### config.mk
export PLATFORM = sky130hd
export DESIGN_NAME = rst_sequencer_flat
export DESIGN_NICKNAME = d
export VERILOG_FILES = /design/src/rtl/rst_sequencer_if.sv /design/src/rtl/rst_sequencer.sv /design/src/flat_wrapper.sv
export SDC_FILE = /design/constraint.sdc
export NUM_CORES = 1
export LEC_CHECK = 0
export CORE_MARGIN = 3
export CORE_UTILIZATION = 56
export CTS_CLUSTER_SIZE = 24
export DETAILED_ROUTE_END_ITERATION = 8
export DONT_BUFFER_PORTS = 1
export HOLD_SLACK_MARGIN = 0.12
export PLACE_DENSITY = 0.74
export SLEW_MARGIN = 5
export SYNTH_ARGS = -nofsm -noshare
export SYNTH_HDL_FRONTEND = slang
export SYNTH_SLANG_ARGS = --single-unit
export TNS_END_PERCENT = 20
### constraint.sdc
create_clock -name i_clk -period 1.75 [get_ports i_clk]
set_input_delay 0.175 -clock i_clk [delete_from_list [all_inputs] [get_ports i_clk]]
set_output_delay 0.175 -clock i_clk [all_outputs]
set_load 0.01 [all_outputs]
### src/rtl/rst_sequencer_if.sv
// Signal bundle between the reset sequencer and its environment.
// The sequencer takes the slave view; whoever drives lock/soft-reset takes the master view.
interface rst_sequencer_if;
   logic       i_pll_lock;
   logic       i_soft_rst;
   logic [2:0] o_rst_n;
   logic       o_ready;
   logic [2:0] o_state;
   logic [7:0] o_lock_loss_cnt;

   modport master (
      output i_pll_lock,
      output i_soft_rst,
      input  o_rst_n,
      input  o_ready,
      input  o_state,
      input  o_lock_loss_cnt
   );

   modport slave (
      input  i_pll_lock,
      input  i_soft_rst,
      output o_rst_n,
      output o_ready,
      output o_state,
      output o_lock_loss_cnt
   );
endinterface

### src/rtl/rst_sequencer.sv
// Staged reset release after PLL lock: waits for a stable lock window, then
// releases three reset domains one gap apart and raises ready.
module rst_sequencer #(
   parameter int unsigned LOCK_STABLE_CYC = 1000,
   parameter int unsigned STAGE_GAP_CYC   = 500,
   parameter int unsigned CNT_W           = 16
) (
   input logic            i_clk,
   input logic            i_rst_n,
   rst_sequencer_if.slave io_bus
);

   typedef enum logic [2:0] {
      StWaitLock = 3'd0,
      StStable   = 3'd1,
      StRel0     = 3'd2,
      StRel1     = 3'd3,
      StRel2     = 3'd4,
      StRun      = 3'd5
   } state_e;

   localparam logic [CNT_W-1:0] LockLast = CNT_W'(LOCK_STABLE_CYC - 1);
   localparam logic [CNT_W-1:0] GapLast  = CNT_W'(STAGE_GAP_CYC - 1);

   logic             r_sync1;
   logic             r_sync2;
   state_e           r_state;
   logic [CNT_W-1:0] r_cnt;
   logic [2:0]       r_rst_n;
   logic             r_ready;
   logic [7:0]       r_loss_cnt;

   state_e           w_state_nxt;
   logic [CNT_W-1:0] w_cnt_nxt;
   logic [7:0]       w_loss_nxt;
   logic [2:0]       w_rst_n_nxt;
   logic             w_ready_nxt;
   logic             w_lock_s;
   logic             w_gap_done;

   assign w_lock_s   = r_sync2;
   assign w_gap_done = (r_cnt == GapLast);

   always_comb begin
      w_state_nxt = r_state;
      w_cnt_nxt   = r_cnt;
      w_loss_nxt  = r_loss_cnt;
      unique case (r_state)
         StWaitLock: begin
            w_cnt_nxt = '0;
            if (w_lock_s) w_state_nxt = StStable;
         end
         StStable, StRel0, StRel1, StRel2, StRun: begin
            // Lock loss outranks soft reset and any stage advance.
            if (!w_lock_s) begin
               w_state_nxt = StWaitLock;
               w_cnt_nxt   = '0;
               if (r_loss_cnt != 8'hFF) w_loss_nxt = r_loss_cnt + 8'd1;
            end else if (io_bus.i_soft_rst) begin
               w_state_nxt = StStable;
               w_cnt_nxt   = '0;
            end else begin
               w_cnt_nxt = r_cnt + 1'b1;
               case (r_state)
                  StStable: if (r_cnt == LockLast) w_state_nxt = StRel0;
                  StRel0:   if (w_gap_done) w_state_nxt = StRel1;
                  StRel1:   if (w_gap_done) w_state_nxt = StRel2;
                  StRel2:   if (w_gap_done) w_state_nxt = StRun;
                  default:  w_cnt_nxt = '0;
               endcase
               if (w_state_nxt != r_state) w_cnt_nxt = '0;
            end
         end
         default: begin
            w_state_nxt = StWaitLock;
            w_cnt_nxt   = '0;
         end
      endcase
   end

   // Outputs are decoded from the next state so each bit flips on the entry edge.
   always_comb begin
      w_rst_n_nxt = 3'b000;
      w_ready_nxt = 1'b0;
      case (w_state_nxt)
         StRel0:  w_rst_n_nxt = 3'b001;
         StRel1:  w_rst_n_nxt = 3'b011;
         StRel2:  w_rst_n_nxt = 3'b111;
         StRun: begin
            w_rst_n_nxt = 3'b111;
            w_ready_nxt = 1'b1;
         end
         default: w_rst_n_nxt = 3'b000;
      endcase
   end

   always_ff @(posedge i_clk or negedge i_rst_n) begin
      if (!i_rst_n) begin
         r_sync1    <= 1'b0;
         r_sync2    <= 1'b0;
         r_state    <= StWaitLock;
         r_cnt      <= '0;
         r_rst_n    <= 3'b000;
         r_ready    <= 1'b0;
         r_loss_cnt <= 8'd0;
      end else begin
         r_sync1    <= io_bus.i_pll_lock;
         r_sync2    <= r_sync1;
         r_state    <= w_state_nxt;
         r_cnt      <= w_cnt_nxt;
         r_rst_n    <= w_rst_n_nxt;
         r_ready    <= w_ready_nxt;
         r_loss_cnt <= w_loss_nxt;
      end
   end

   assign io_bus.o_rst_n         = r_rst_n;
   assign io_bus.o_ready         = r_ready;
   assign io_bus.o_state         = r_state;
   assign io_bus.o_lock_loss_cnt = r_loss_cnt;

endmodule

### src/flat_wrapper.sv
// flat-port wrapper written by rule: the top's interface ports become plain ports
module rst_sequencer_flat 
#(
   parameter int unsigned LOCK_STABLE_CYC = 1000,
   parameter int unsigned STAGE_GAP_CYC   = 500,
   parameter int unsigned CNT_W           = 16
)
  (i_clk, i_rst_n, io_bus_i_pll_lock, io_bus_i_soft_rst, io_bus_o_rst_n, io_bus_o_ready, io_bus_o_state, io_bus_o_lock_loss_cnt);
  rst_sequencer_if io_bus_i ();
  input logic i_clk;
  input logic i_rst_n;
  input wire logic [$bits(io_bus_i.i_pll_lock)-1:0] io_bus_i_pll_lock;
  input wire logic [$bits(io_bus_i.i_soft_rst)-1:0] io_bus_i_soft_rst;
  output wire logic [$bits(io_bus_i.o_rst_n)-1:0] io_bus_o_rst_n;
  output wire logic [$bits(io_bus_i.o_ready)-1:0] io_bus_o_ready;
  output wire logic [$bits(io_bus_i.o_state)-1:0] io_bus_o_state;
  output wire logic [$bits(io_bus_i.o_lock_loss_cnt)-1:0] io_bus_o_lock_loss_cnt;
  assign io_bus_i.i_pll_lock = io_bus_i_pll_lock;
  assign io_bus_i.i_soft_rst = io_bus_i_soft_rst;
  assign io_bus_o_rst_n = io_bus_i.o_rst_n;
  assign io_bus_o_ready = io_bus_i.o_ready;
  assign io_bus_o_state = io_bus_i.o_state;
  assign io_bus_o_lock_loss_cnt = io_bus_i.o_lock_loss_cnt;
  rst_sequencer #(.LOCK_STABLE_CYC(LOCK_STABLE_CYC), .STAGE_GAP_CYC(STAGE_GAP_CYC), .CNT_W(CNT_W)) u_core (.i_clk(i_clk), .i_rst_n(i_rst_n), .io_bus(io_bus_i));
endmodule
==> results of run 1 <==
registers in the layout, indices dropped and copies added, names as in the netlist:
name and flops:
u_core.io_bus.o_lock_loss_cnt 8, u_core.io_bus.o_ready 1, u_core.io_bus.o_rst_n 3, u_core.io_bus.o_state 3, u_core.r_cnt 16, u_core.r_sync1 1
u_core.r_sync2 1
worst max-delay path, stage by stage, from the launching register on:
cell and delay [ns]:
dfrtp_1 0.45, and3_1 0.23, and2_2 0.22, a2111o_1 0.52
a21oi_1 0.19
cell families (layout without fill, tap and decap cells):
| logic type | Yosys count | in the layout | synth area share [%] |
|---|---|---|---|
| compound gates | 42 | 43 | 16.8 |
| xor+xnor | 15 | 15 | 7.77 |
| fa+ha+maj | 2 | 2 | 1.48 |
| buf+inv | 12 | 31 | 3.77 |
| flops | 33 | 33 | 48.9 |
| mux | 2 | 2 | 1.33 |
| simple gates | 56 | 56 | 20.0 |
worst max path at each step:
stage | cells after the start | from | end | slack [ns]
floorplan | 5 | u_core.io_bus.o_state[1]$_DFF_PN0_ | u_core.r_cnt[0]$_DFF_PN0_ | 0.09
CTS | 4 | u_core.r_cnt[3]$_DFF_PN0_ | u_core.io_bus.o_state[0]$_DFF_PN0_ | 0.02
global placement | 4 | u_core.r_cnt[2]$_DFF_PN0_ | u_core.r_cnt[9]$_DFF_PN0_ | 0.08
detailed placement | 4 | u_core.r_cnt[2]$_DFF_PN0_ | u_core.io_bus.o_state[0]$_DFF_PN0_ | -0.003
finish | 4 | u_core.r_cnt[8]$_DFF_PN0_ | u_core.r_cnt[9]$_DFF_PN0_ | 0.08
global route | 5 | u_core.io_bus.o_state[1]$_DFF_PN0_ | u_core.io_bus.o_state[0]$_DFF_PN0_ | 0.003
final cells by class:
type | instances | share of cell area (%)
sequential | 33 | 42.4
multi-input combinational | 118 | 43.4
clock buffer | 5 | 1.92
inverter | 5 | 0.958
tap | 31 | 1.98
timing repair buffer | 18 | 8.43
clock inverter | 3 | 0.894
through the flow:
stage	power (W)	hold slack, ns
floorplan	0.00108	-0.121
global placement	0.00115	-0.120
detailed placement	0.00117	-0.120
CTS	0.00161	0.233
global route	0.00171	0.230
finish	0.00161	0.212
power by group through the flow:
| stage | clock, W | combinational, W | sequential (W) |
|---|---|---|---|
| finish | 0.000427 | 0.000261 | 0.000923 |
| global route | 0.000472 | 0.000298 | 0.000937 |
| CTS | 0.000430 | 0.000256 | 0.000923 |
| detailed placement | 0 | 0.000230 | 0.000940 |
| global placement | 0 | 0.000222 | 0.000928 |
| floorplan | 0 | 0.000131 | 0.000944 |
layer usage:
layer / global-route usage, % / part of all wire [%] / up-vias / routed length [um]
li1: - / - / 649 / -
met5: 0 / 0 / - / 0
met2: 35.4 / 49 / 60 / 1840
met3: 5.32 / 6.6 / 9 / 244
met1: 28.4 / 42 / 696 / 1580
met4: 9.29 / 1.6 / 0 / 58
synthesized netlist by cell type, drive strengths merged (2+ instances only):
master,instances
dfrtp,33
a21oi,16
nand3,10
nand4,9
o21ai,8
xnor2,8
nand2,7
xor2,7
inv,5
or3,5
and3,4
clkbuf,4
nor3,4
a2111oi,3
and2,3
and4,3
buf,3
nand2b,3
nor3b,3
a211oi,2
ha,2
mux2,2
nor2,2
o31ai,2
repair_timing:
item | in CTS | in global routing
hold buffers | 3 | 0
gates cloned | 0 | 1
resized for setup | 2 | 12
endpoints found under the setup margin | 1 | 13
pin swaps | 1 | 2
endpoints found under the hold margin | 34 | 0
placed cells by master, fill, tap and decap left out, types with 3 or more instances in the layout:
cell type	n
nand2_1	7
and3_1	3
a21oi_1	15
nand3_1	10
nand2b_1	3
dfrtp_1	29
clkbuf_4	5
dfrtp_2	4
buf_4	14
inv_1	5
o21ai_0	7
nor3_1	3
or3_1	5
xnor2_1	8
nand4_1	9
xor2_1	7
==> metrics.txt, run 1 <==
I/O Pins 19; ys async rst share 100%; final wirelength 3720 um; Detailed Place HPWL 2590 um; pwr/cell area 822 nW/um^2; CTS tree built; max_slew headroom 65.1%; top cell type's share of synthesized area 48.9%; Slew Limit Fails 0; reg2reg start u_core.r_cnt[8]$_DFF_PN0_; Worst Path Required 2.02 ns; Leak 0.778 nW; syn_area_per_cell 10.4 um^2; Final Cycle Share 95.4%; Mapped Area 1690 um^2; Post-synth EDFFs 0; cell area after layout 1960 um^2; FF/Latch Area 831 um^2; hold path depth 2; clock network fraction of design power 26.5%; TritonCTS Sinks 33; Ant. Diodes 0; dpl cells 201; Initial Utilization 60.3%; Post-Route Skew 0.00690 ns; RSZ-0062 raised after global routing yes; worst path arrival time 1.94 ns; Clock Pin Slew Worst Setup and Hold Paths 0.11 ns; Post-synth top flop dfrtp_1; postcts setup bufs 0; die width 60.9 um; Final min period 1.67 ns; Switching Share 31.6%; total CTS buffers 5; fmax 599 MHz; Comb pwr share 16.2%; global-route wire length before repair 5990 um; post-synth top area cell dfrtp_1; Synth area leaders dfrtp_1 49%, a21oi_1 4.7%, xnor2_1 4.1%, xor2_1 3.6%, nand4_1 3.3%; critical hold path startpoint io_bus_i_soft_rst; register bit total from synthesis 33; synth unique cells 46; r2r endpoint u_core.r_cnt[9]$_DFF_PN0_; routed vias 1,414; Synth Instances 162; area occupied by multi-input gates 851 um^2; number of DRC markers in iteration 0 127; worst hold path endpoint u_core.io_bus.o_state[0]$_DFF_PN0_; clock root buffer clkbuf_4; Startpoint Class register; Int Pwr 0.00110 W; YS warnings 0; Nets 187; Seq/Total Area, Yosys 48.9%; global route total overflow 0; Die Area 3710 um^2; # rows 19; Fill cells 215; final std cells w/o fill 213; Hold Path Class in -> reg; port buffer count 0; Slew @ Worst Pin 0.510 ns; number of global-route vias before repair 1,321; FF-to-FF path depth 4; Seq pwr share 57.3%; CP Class reg -> reg; area grow syn2layout 15.9%; core area 2810 um^2; H-Tree Level Count 2; antenna violations before repair 0; Area after DPL 1810 um^2; Crit. End Element register; Psw 0.000509 W; status completed; Routed WL per cell 17.5 um; Die Y 60.9 um; Final setup viols 0; Max VDD drop 855 uV; share of layout cells above drive strength 1 24.2%; GP Congestion 0.902; worst reg2reg setup slack 0.08 ns; CTS Buffer Depth 2; Hold Fails Final Rpt 0; DR vias/cell 6.64; post-place setup slack -0.00272 ns; Pre-Repair DR Iteration Count 6; final worst setup slack 0.0796 ns; Total GRT Usage 22.0%; largest net degree at the start of global routing 34; syn nets 168; Setup TNS 0 ns; Final Core Density 69.8%; # DRC 0; worst-skew pair later-pin latency 0.35 ns; maxcap violations 0; Max FO, Critical Path 5; post-route antenna net violation count 0
Note: power is estimated with default switching activity, not from simulation.
==> inputs of run 2 (changes only) <==
--- a/config.mk
+++ b/config.mk
@@ -11,7 +11,7 @@
 export DETAILED_ROUTE_END_ITERATION = 8
 export DONT_BUFFER_PORTS = 1
 export HOLD_SLACK_MARGIN = 0.12
-export PLACE_DENSITY = 0.74
+export PLACE_DENSITY = 0.81
 export SLEW_MARGIN = 5
 export SYNTH_ARGS = -nofsm -noshare
 export SYNTH_HDL_FRONTEND = slang
==> constraint.sdc (replaced) <==
create_clock -name i_clk -period 1.98 [get_ports i_clk]
set_input_delay 0.198 -clock i_clk [delete_from_list [all_inputs] [get_ports i_clk]]
set_output_delay 0.198 -clock i_clk [all_outputs]
set_load 0.01 [all_outputs]
==> run 2 against run 1 <==
Clock power down 11%. Wire length down 6.0%. Flip-flop and latch count unchanged. Largest cell class is now sequential cells. First-iteration DRC count down 8.7%. Global-route usage down 1.5 points. Fmax down 9.3%. Power down 14%. Via count down 6.9%. Die area unchanged. Sequential share of layout area up 2.4 points. Critical path type unchanged. Clock skew about the same. Count of clock-buffer cells in the layout up 2.
==> metrics.txt, run 2 (same netlist as run 1, synthesis figures left out) <==
cell area after layout 1840 um^2; status completed; r2r endpoint u_core.r_cnt[6]$_DFF_PN0_; Clock Pin Slew Worst Setup and Hold Paths 0.10 ns; Post-Route Skew 0.00669 ns; clock root buffer clkbuf_4; Setup TNS 0 ns; Hold Path Class in -> reg; TritonCTS Sinks 33; core area 2810 um^2; # rows 19; dpl cells 191; worst-skew pair later-pin latency 0.33 ns; max_slew headroom 60.1%; number of global-route vias before repair 1,286; largest net degree at the start of global routing 34; I/O Pins 19; port buffer count 0; commonest non-fill, non-tap cell in the layout dfrtp_1; Top reg by flops u_core.r_cnt; CTS Buffer Depth 2; global-route wire length before repair 5600 um; commonest non-fill, non-tap cells in the layout 33 x dfrtp_1, 16 x a21oi_1, 10 x nand3_1; CP max stage cell a2111o_1; H-Tree Level Count 2; Buf/Inv on CP 1; CTS tree built; number of DRC markers in iteration 0 116; GP Congestion 0.864; crit path cell chain nor3b_1 > and2_0 > a2111o_1 > buf_12 > a21oi_1; fmax 543 MHz; Initial Utilization 60.3%; Hold WS 0.204 ns; Nets 177; CP Class reg -> reg; Max FO, Critical Path 10; worst reg2reg setup slack 0.14 ns; Final min period 1.84 ns; Startpoint Class register; Final setup viols 0; # DRC 0; Detailed Place HPWL 2420 um; Slew Limit Fails 0; RSZ-0062 raised after global routing no; die width 60.9 um; share of layout cells above drive strength 1 13.5%; FF/Latch Area 826 um^2; Total Power 0.00139 W; reg2reg start u_core.r_cnt[4]$_DFF_PN0_; CP delay by family, top compound AO/OA/AOI/OAI gates; Routed WL per cell 17.3 um; Total GRT Usage 20.5%; pwr/cell area 754 nW/um^2; CP max stage delay 0.49 ns; hold path depth 3; post-route antenna net violation count 0; area grow syn2layout 8.96%; total CTS buffers 5; Crit. End Element register; global route total overflow 0; Final Cycle Share 93.0%; Fill cells 223; routed vias 1,317; final wirelength 3500 um; Area after DPL 1720 um^2; worst hold path endpoint u_core.io_bus.o_state[1]$_DFF_PN0_; Pre-Repair DR Iteration Count 4; FF-to-FF path depth 5; Leak 0.725 nW; DR vias/cell 6.52; critical hold path startpoint io_bus_i_soft_rst; Ant. Diodes 0; area occupied by multi-input gates 806 um^2; Hold Fails Final Rpt 0; Die Area 3710 um^2; antenna violations before repair 0; Largest register FFs 16; maxcap violations 0; Slew @ Worst Pin 0.596 ns; Worst Path Required 2.23 ns; final std cells w/o fill 202; Max VDD drop 691 uV; Die Y 60.9 um; worst path arrival time 2.09 ns
[run 2: cell count changes in the layout (fill, tap and decap cells not counted), moves of 2 or more]
| cell | change |
|---|---|
| buf_4 | -9 |
| dfrtp_1 | +4 |
| dfrtp_2 | -4 |
| clkinv_2 | -2 |
[run 2: metal layers]
metal  vias up  GRT usage [%]  wire length [um]
met1       637           24.9              1470
met4         0           9.60                59
li1        620              -                 -
met3         8           7.66               205
met2        52           32.4              1760
met5         -              0                 0
[run 2: per-stage QoR]
step,util [%],worst slack [ns]
5_1_grt,65.7,0.0520
3_3_place_gp,61.4,0.215
6_report,65.7,0.138
3_5_place_dp,61.4,0.135
4_1_cts,64.8,0.124
2_1_floorplan,-,0.320
[run 2: power by group]
| part | total, W | internal (W) | switching [W] |
|---|---|---|---|
| clock | 0.000381 | 0.000167 | 0.000214 |
| combinational | 0.000164 | 0.0000782 | 0.0000861 |
| sequential | 0.000844 | 0.000734 | 0.000109 |
| total | 0.00139 | 0.000980 | 0.000409 |
[run 2: worst max path at each step]
stage                                                  start                                  to  slack [ns]  cells after the start
after floorplan           u_core.io_bus.o_state[1]$_DFF_PN0_           u_core.r_cnt[0]$_DFF_PN0_        0.32                      5
after global placement    u_core.io_bus.o_state[1]$_DFF_PN0_           u_core.r_cnt[2]$_DFF_PN0_        0.21                      4
after detailed placement  u_core.io_bus.o_state[1]$_DFF_PN0_           u_core.r_cnt[6]$_DFF_PN0_        0.14                      4
after CTS                 u_core.io_bus.o_state[1]$_DFF_PN0_           u_core.r_cnt[6]$_DFF_PN0_        0.12                      4
after global routing               u_core.r_cnt[9]$_DFF_PN0_  u_core.io_bus.o_state[0]$_DFF_PN0_        0.05                      4
final                              u_core.r_cnt[4]$_DFF_PN0_           u_core.r_cnt[6]$_DFF_PN0_        0.14                      5
[run 2: layout make-up]
type                       count  share of cell area, %
clock buffer                   7                   2.99
tap                           31                   2.11
sequential                    33                   44.8
inverter                       5                   1.02
multi-input combinational    117                   43.7
timing repair buffer           9                   5.30
[run 2: tightest hold or removal path, delay by kind of cell]
family	cells	cell delay, ns
AO/OA/AOI/OAI	1	0.05
AND/OR/NAND/NOR	1	0.10
buffers and inverters	1	0.16
[run 2: repair_timing]
item,in CTS,in global routing
setup endpoints to repair,0,10
resized for setup,0,1
hold buffers,3,0
buffers inserted,0,1
endpoints found under the hold margin,34,0
==> inputs of run 3 (changes only) <==
--- a/config.mk
+++ b/config.mk
@@ -11,7 +11,7 @@
 export DETAILED_ROUTE_END_ITERATION = 8
 export DONT_BUFFER_PORTS = 1
 export HOLD_SLACK_MARGIN = 0.12
-export PLACE_DENSITY = 0.81
+export PLACE_DENSITY = 0.84
 export SLEW_MARGIN = 5
 export SYNTH_ARGS = -nofsm -noshare
 export SYNTH_HDL_FRONTEND = slang
==> constraint.sdc (replaced) <==
create_clock -name i_clk -period 1.6 [get_ports i_clk]
set_input_delay 0.16 -clock i_clk [delete_from_list [all_inputs] [get_ports i_clk]]
set_output_delay 0.16 -clock i_clk [all_outputs]
set_load 0.01 [all_outputs]
==> run 3 against run 2 <==
The flow now finishes with violations (setup timing). Via count rose by 17%. Clock skew rose by 0.00097 ns. Worst setup slack got worse by 0.18 ns. Global-route usage rose by 5.0 points. Hold slack improved by 0.035 ns. Sequential power rose by 18%. Count of clock-buffer cells in the layout fell by 1. Die area did not move. First-iteration DRC count rose by 42%. Non-clock buffer count rose by 31. Largest cell class is now multi-input combinational cells. Largest power group unchanged.
==> metrics.txt, run 3 (same netlist as run 1, synthesis figures left out) <==
status finished with violations; violated checks setup timing; core area 2810 um^2; port buffer count 0; dpl cells 218; DR vias/cell 6.58; Int Pwr 0.00122 W; global route total overflow 0; worst-skew pair later-pin latency 0.34 ns; number of DRC markers in iteration 0 165; Top reg by flops u_core.r_cnt; Seq pwr share 56.8%; Routed WL per cell 18.5 um; I/O Pins 19; Detailed Place HPWL 2800 um; post-route antenna net violation count 0; Startpoint Class register; reg2reg start u_core.r_cnt[12]$_DFF_PN0_; final wirelength 4330 um; number of global-route vias before repair 1,502; Worst Path Required 1.80 ns; largest net degree at the start of global routing 34; total CTS buffers 5; Ant. Diodes 0; CTS tree built; clock network fraction of design power 25.1%; Max VDD drop 865 uV; Nets 208; Hold Fails Final Rpt 0; maxcap violations 0; worst reg2reg setup slack -0.04 ns; GP Congestion 0.869; Setup TNS -0.293 ns; Post-Route Skew 0.00766 ns; Comb pwr share 18.1%; Largest register FFs 16; global-route wire length before repair 6970 um; Total GRT Usage 25.6%; Hold Path Class in -> reg; Switching Share 30.7%; # rows 19; Worst Setup SP u_core.r_cnt[12]$_DFF_PN0_; share of layout cells above drive strength 1 31.5%; max_slew headroom 57.0%; CTS Buffer Depth 2; fmax 610 MHz; Max FO, Critical Path 2; routed vias 1,540; Die Y 60.9 um; die width 60.9 um; Final min period 1.64 ns; FF-to-FF path depth 4; Pre-Repair DR Iteration Count 4; Final setup viols 13; pwr/cell area 830 nW/um^2; Final Cycle Share 102%; r2r endpoint u_core.io_bus.o_state[0]$_DFF_PN0_; Hold WS 0.239 ns; # DRC 0; Slew Limit Fails 0; final worst setup slack -0.0388 ns; worst path arrival time 1.83 ns; Leak 0.888 nW; Crit. End Element register; Area after DPL 1930 um^2; Slew @ Worst Pin 0.629 ns; Die Area 3710 um^2; Psw 0.000541 W; commonest non-fill, non-tap cells in the layout 35 x buf_4, 32 x dfrtp_1, 13 x a21oi_1; commonest non-fill, non-tap cell in the layout buf_4; Total Power 0.00176 W; area grow syn2layout 25.5%; H-Tree Level Count 2; Clock Pin Slew Worst Setup and Hold Paths 0.10 ns; RSZ-0062 raised after global routing yes; clock root buffer clkbuf_4; final std cells w/o fill 234; cell area after layout 2120 um^2; TritonCTS Sinks 33; Initial Utilization 60.3%; crit path to u_core.io_bus.o_state[0]$_DFF_PN0_; antenna violations before repair 0; CP Class reg -> reg
run 3: changes by cell type in the layout (fill, tap and decap cells not counted), moves of 2 or more:
cell and delta:
buf_4 +30, a21oi_2 +3, clkinv_2 +2, a21oi_1 -3
run 3: routing by layer:
metal | GRT usage (%) | vias to the layer above | routed length (um)
met2 | 41.5 | 79 | 2130
met4 | 9.91 | 0 | 135
met1 | 32.2 | 752 | 1730
li1 | - | 691 | -
met5 | 0 | - | 0
met3 | 7.23 | 18 | 335
run 3: per-stage QoR:
step | utilization, % | worst slack [ns]
6_report | 75.6 | -0.0388
5_1_grt | 75.6 | -0.109
4_1_cts | 74.7 | 0.00523
3_5_place_dp | 68.9 | -0.0691
3_3_place_gp | 68.9 | 0.00696
2_1_floorplan | - | 0.0104
run 3: area by class of cell:
type,instances,area (um^2)
Sequential cell,33,827
Clock buffer,6,41.3
Timing Repair Buffer,40,334
Tap cell,31,38.8
Inverter,5,18.8
Clock inverter,2,10.0
Fill cell,171,684
Multi-Input combinational cell,117,851
run 3: worst min-delay path by stage:
| stage | from | endpoint | slack [ns] | cells past startpoint |
|---|---|---|---|---|
| finish | io_bus_i_soft_rst | u_core.io_bus.o_ready$_DFF_PN0_ | 0.24 | 3 |
| global route | io_bus_i_soft_rst | u_core.io_bus.o_state[0]$_DFF_PN0_ | 0.19 | 2 |
| CTS | io_bus_i_soft_rst | u_core.io_bus.o_ready$_DFF_PN0_ | 0.18 | 3 |
| detailed placement | i_rst_n | u_core.r_cnt[13]$_DFF_PN0_ | -0.13 | 0 |
| global placement | i_rst_n | u_core.r_cnt[13]$_DFF_PN0_ | -0.13 | 0 |
| floorplan | i_rst_n | u_core.io_bus.o_lock_loss_cnt[0]$_DFFE_PN0P_ | -0.14 | 0 |
run 3: critical path: stages (launching register included):
cell	delay, ns
dfrtp_1	0.40
nor4_2	0.34
nand4_1	0.25
o41ai_1	0.40
a2111oi_1	0.10
run 3: repair_timing:
action / 4_1_cts / 5_1_grt
endpoints found under the hold margin: 34 / 0
buffers inserted: 5 / 0
hold buffers: 3 / 0
gates resized for setup: 6 / 6
endpoints found under the setup margin: 12 / 19
pin swaps: 4 / 4
run 3: power by group through the flow:
stage,clock [W],sequential (W),combinational (W)
floorplan,0,0.00103,0.000144
global placement,0,0.00101,0.000260
detailed placement,0,0.00101,0.000277
CTS,0.000456,0.000999,0.000314
global route,0.000501,0.00101,0.000348
finish,0.000442,0.00100,0.000318
